$ cat src/rtl/pkt_out_arbiter.sv
// pkt_out_arbiter: packet round-robin arbiter draining NPORT input FIFOs (in_empty/in_data/in_rd_en) into one output FIFO (out_ordy/out_wr_en/out_data), with grant/busy/err_ovr status
module pkt_out_arbiter #(
  parameter int NPORT  = 5,
  parameter int FW     = 34,
  parameter int PKTLEN = 4,
  parameter int CW     = 3
) (
  input  logic                clk,
  input  logic                rst_,
  input  logic [NPORT-1:0]    in_empty,
  input  logic [NPORT*FW-1:0] in_data,
  output logic [NPORT-1:0]    in_rd_en,
  input  logic                out_ordy,
  output logic                out_wr_en,
  output logic [FW-1:0]       out_data,
  output logic [NPORT-1:0]    grant,
  output logic                busy,
  output logic                err_ovr
);
  localparam int PW = NPORT > 1 ? $clog2(NPORT) : 1;
  typedef enum logic {IDLE, XFER} state_t;
  state_t state;
  logic [PW-1:0] g, rr_ptr, sel;
  logic [CW-1:0] flit_cnt;
  logic [NPORT-1:0] elig;
  logic [FW-1:0] cur;
  logic found, xfer, tail, last;
  always_comb begin
    elig = '0;
    for (int i = 0; i < NPORT; i++) elig[i] = ~in_empty[i] & in_data[i*FW + FW-2];
  end
  always_comb begin
    found = 1'b0;
    sel = '0;
    for (int k = NPORT-1; k >= 0; k--)
      if (elig[(int'(rr_ptr) + k) % NPORT]) begin
        found = 1'b1;
        sel = PW'((int'(rr_ptr) + k) % NPORT);
      end
  end
  assign busy      = state == XFER;
  assign cur       = in_data[g*FW +: FW];
  assign xfer      = busy & ~in_empty[g];
  assign in_rd_en  = xfer ? NPORT'(1) << g : '0;
  assign out_wr_en = xfer;
  assign out_data  = xfer ? cur : '0;
  assign tail      = cur[FW-1];
  assign last      = tail | (flit_cnt == CW'(PKTLEN-1));
  always_ff @(posedge clk or posedge rst_)
    if (rst_) begin
      state    <= IDLE;
      grant    <= '0;
      g        <= '0;
      rr_ptr   <= '0;
      flit_cnt <= '0;
      err_ovr  <= 1'b0;
    end else if (state == IDLE) begin
      if (out_ordy && found) begin
        state    <= XFER;
        grant    <= NPORT'(1) << sel;
        g        <= sel;
        flit_cnt <= '0;
      end
    end else if (xfer) begin
      flit_cnt <= last ? '0 : flit_cnt + 1'b1;
      if (last) begin
        state   <= IDLE;
        grant   <= '0;
        rr_ptr  <= g == PW'(NPORT-1) ? '0 : g + 1'b1;
        err_ovr <= err_ovr | ~tail;
      end
    end
endmodule

$ cat config.mk
export PLATFORM = sky130hd
export DESIGN_NAME = pkt_out_arbiter
export DESIGN_NICKNAME = d
export VERILOG_FILES = /design/src/rtl/pkt_out_arbiter.sv
export SDC_FILE = /design/constraint.sdc
export NUM_CORES = 1
export LEC_CHECK = 0
export CORE_UTILIZATION = 39
export CTS_CLUSTER_SIZE = 20
export DETAILED_ROUTE_END_ITERATION = 10
export HOLD_SLACK_MARGIN = 0.06
export PLACE_DENSITY = 0.94
export SYNTH_ARGS = -nofsm -noshare
export SYNTH_HDL_FRONTEND = slang
export SYNTH_SLANG_ARGS = --single-unit
$ cat constraint.sdc
create_clock -name clk -period 5.25 [get_ports clk]
set_clock_uncertainty 0.05 [all_clocks]
set_input_delay 1.05 -clock clk [delete_from_list [all_inputs] [get_ports clk]]
set_output_delay 1.05 -clock clk [all_outputs]
set_load 0.02 [all_outputs]
==> flow_summary_export.csv <==
group,metric,value,unit
floorplanning,io_pins,225,
global_route,grt_use_total,33.48,%
drt,drt-pass1-iter-count,5,
placement,portBuffers,224,
worst_setup_path,worstPathCellList,"inv_1 -> ha_1 -> o21ai_1 -> a21boi_0 -> xnor2_1 -> ha_1 -> fa_1 -> a21boi_1 -> and4_1 -> or2_1 -> a211o_1 -> a31oi_2 -> a41oi_2 -> nor2_1 -> mux2_2",
pwr,leakage,0.002465,µW
drt,dr_wl_met3,2131,µm
sta,setup_viol,0,
worst_setup_path,critPathMaxStageDelay,550,ps
yosys,yosys_warnings,0,
clock_tree,htreeDepth,1,
sta,setup_tns,0,ps
clock_tree,clk_pin_slew,60,ps
flow_run,cap_violations,0,
placement,place_area,6167,µm²
drt,wire_per_inst,22.62,µm
final_layout,nNetsFinal,854,
worst_setup_path,crit_family,"compound AO/OA/AOI/OAI gates",
yosys,syn_avg_cell_area,8.683,µm²
sta,maxSlewViolCount,0,
worst_setup_path,r2r_setup_slack,330,ps
yosys,ys_top_cells_by_count,"nor2_1 (52), a22oi_1 (37), mux4_2 (35)",
worst_setup_path,crit_path_start_kind,"flip-flop",
worst_setup_path,critPathCaptureType,"flip-flop",
final_layout,design_area,6231,µm²
worst_setup_path,cp_max_fo,8,
worst_setup_path,r2r-end,"flit_cnt[2]$_DFFE_PP0P_",
yosys,yosys-top-cells-area,"mux4_2 (21%), dfrtp_1 (11%), ha_1 (9.3%)",
floorplanning,placementRows,35,
yosys,ys_seq_area_share,10.62,%
final_layout,fillers,737,
yosys,synth_fp_nets,641,
global_route,antenna_found_initial,2,
clock_tree,cts-root-buf,"clkbuf_8",
sta,hold_viol_final,0,
worst_setup_path,path_buf_inv,1,
pwr,power_density,641.3,nW/µm²
floorplanning,die_h,100.3,µm
worst_setup_path,worstSetupStartpoint,"rr_ptr[1]$_DFFE_PP0P_",
worst_setup_path,worstPathRequired,5340,ps
drt,first_iter_violations,432,
sta,rsz0062_at_grt,"false",
sta,worst_pin_slew,657.4,ps
final_layout,syn_to_final_growth,65.34,%
yosys,synth_edf_count,0,
worst_setup_path,cp-endpoint,"flit_cnt[2]$_DFFE_PP0P_",
worst_setup_path,r2r_start,"rr_ptr[1]$_DFFE_PP0P_",
global_route,grt_max_degree,40,
floorplanning,die_x,100.3,µm
drt,top_layer,"met5",
floorplanning,die_area,10060,µm²
floorplanning,fp.coreArea,9284,µm²
yosys,synth_most_common_cell,"nor2_1",
drt,drtAntennaViolNets,0,
drt,num_vias,4802,
floorplanning,initial_core_util,40.59,%
worst_setup_path,worst-path-stages,15,
yosys,synth_cell_types,72,
drt,drt-total-wl,17560,µm
clock_tree,numCtsBuffers,3,
sta,fmax,203.1,MHz
sta,fin_crit_sh,93.79,%
clock_tree,hold_buffers,0,
placement,place.gp.congestion,0.9593,
outcome,outcome,"complete, no violations",
global_route,overflow,0,
drt,met1Wirelength,6382,µm
placement,hpwlAfterDp,14340,µm
final_layout,drive_gt1_share,12.07,%
global_route,grt_pass1_wl,25700,µm
clock_tree,clk_latency,260,ps
yosys,ys_ff_latch,16,
yosys,synth-main-ff-cell,"dfrtp_1",
drt,drc,0,
drt,via_per_inst,6.188,
clock_tree,cts.sinks,16,
worst_setup_path,crit_type,"flip-flop to flip-flop",
hold_path,min_path_type,"flip-flop to flip-flop",
yosys,netlist_area,3769,µm²
yosys,netlist.area_leader.share,20.92,%
drt,route.met2.wl,8076,µm
yosys,ys_async_sr_fraction,100.0,%
sta,period_minus_slack,4924,ps
clock_tree,cts_tree,"yes",
worst_setup_path,critPathSlowestCell,"dfrtp_1",
clock_tree,clock_path_buffers,2,
global_route,grt_pass1_vias,4787,
yosys,synth_top_area_cell,"mux4_2",
sta,relSlewSlack,56.16,%
worst_setup_path,cp.arrival,5010,ps
worst_setup_path,path_common_cell,"ha_1",
clock_tree,cts_setup_buffers,0,
worst_setup_path,r2r_cells,15,
yosys,synthCells,434,
pwr,ir_worst_vdd,0.4307,mV
==> layout by cell type, fill, tap and decap left out, types with 3 or more instances in the layout <==
cell type          n
mux2_2             4
mux2i_1            9
and4_1             3
o211ai_1           5
inv_1             16
mux4_2            35
o31a_1             3
a21oi_1            9
clkbuf_8           4
o2111ai_1          3
nand3_1            6
a21o_1             8
a211oi_1           7
a31o_2             5
ha_1              28
o2bb2ai_1          3
o21a_1             4
and3_1             6
dfrtp_1           14
nand2b_1           9
nor2b_1            9
a22o_1             3
xnor2_1            7
a22oi_1           37
a31oi_1            4
a211o_1            4
o21ai_0           13
a311oi_1           3
nand4_1            6
nor3b_1            4
o21bai_1           3
clkdlybuf4s50_1  224
nor2_1            52
nor3_1             3
nand2_1           27
buf_4             16
==> cells by family after synthesis <==
group,share of synthesized area (%)
AND/OR/NAND/NOR,19.46
buffers and inverters,5.312
adder cells (fa/ha/maj),9.827
AO/OA/AOI/OAI,27.99
flip-flops,10.62
XOR/XNOR,2.291
multiplexers,24.50
==> power by group <==
group,leakage (µW),switching (µW),internal [µW]
clock,0.0000288,43.0,66.7
combinational,0.00223,2020,1610
sequential,0.000203,78.9,172
==> sequential cells by signal, summed over array words and instances, names as in the netlist <==
signal,cells
flit_cnt,3
grant,5
busy,1
g,3
rr_ptr,3
err_ovr,1
==> through the flow <==
step	utilization (%)	cells	setup WS [ps]	total power, µW	hold slack [ps]
global placement	66.43	771	425.7	3691	393.0
global route	67.12	776	46.64	4262	457.9
detailed placement	66.43	771	188.8	3780	409.0
CTS	67.02	775	140.7	3913	423.0
finish	67.12	776	325.8	3996	428.9
floorplan	-	434	652.8	2673	403.3
==> worst min-delay path by stage <==
| stage | startpoint | to | slack, ps | cells past startpoint |
|---|---|---|---|---|
| 4_1_cts | err_ovr$_DFFE_PP0P_ | err_ovr$_DFFE_PP0P_ | 420 | 1 |
| 3_3_place_gp | err_ovr$_DFFE_PP0P_ | err_ovr$_DFFE_PP0P_ | 390 | 1 |
| 3_5_place_dp | err_ovr$_DFFE_PP0P_ | err_ovr$_DFFE_PP0P_ | 410 | 1 |
| 5_1_grt | err_ovr$_DFFE_PP0P_ | err_ovr$_DFFE_PP0P_ | 460 | 1 |
| 6_report | err_ovr$_DFFE_PP0P_ | err_ovr$_DFFE_PP0P_ | 430 | 1 |
| 2_1_floorplan | flit_cnt[1]$_DFFE_PP0P_ | flit_cnt[1]$_DFFE_PP0P_ | 400 | 1 |
==> worst register-to-register path, cell delays in order, from the launching register on <==
cell      delay (ps)
dfrtp_1          550
inv_1            110
ha_1             420
o21ai_1          330
a21boi_0         350
xnor2_1          150
ha_1             220
fa_1             380
a21boi_1         180
and4_1           250
or2_1            260
a211o_1          330
a31oi_2          250
a41oi_2          290
nor2_1           300
mux2_2           390
==> per-layer routing <==
metal,track usage [%],up-vias
li1,-,2133
met1,38.97,2253
met2,54.27,344
met3,11.00,70
met4,18.73,2
met5,0,-
==> repair_timing <==
item,CTS,global route
gates resized for setup,0,2
endpoints found under the hold margin,0,0
setup endpoints to repair,0,8
==> final cells by class <==
cell class	count	area, µm²	area share [%]
flip-flops and latches	16	402.9	6.466
inverters	18	67.56	1.084
clock buffers	4	55.05	0.8835
diodes	1	2.502	0.04016
multi-input cells	368	3179	51.02
repair buffers	240	2362	37.91
well taps	129	161.4	2.590
Note: power is estimated with default switching activity, not from simulation.
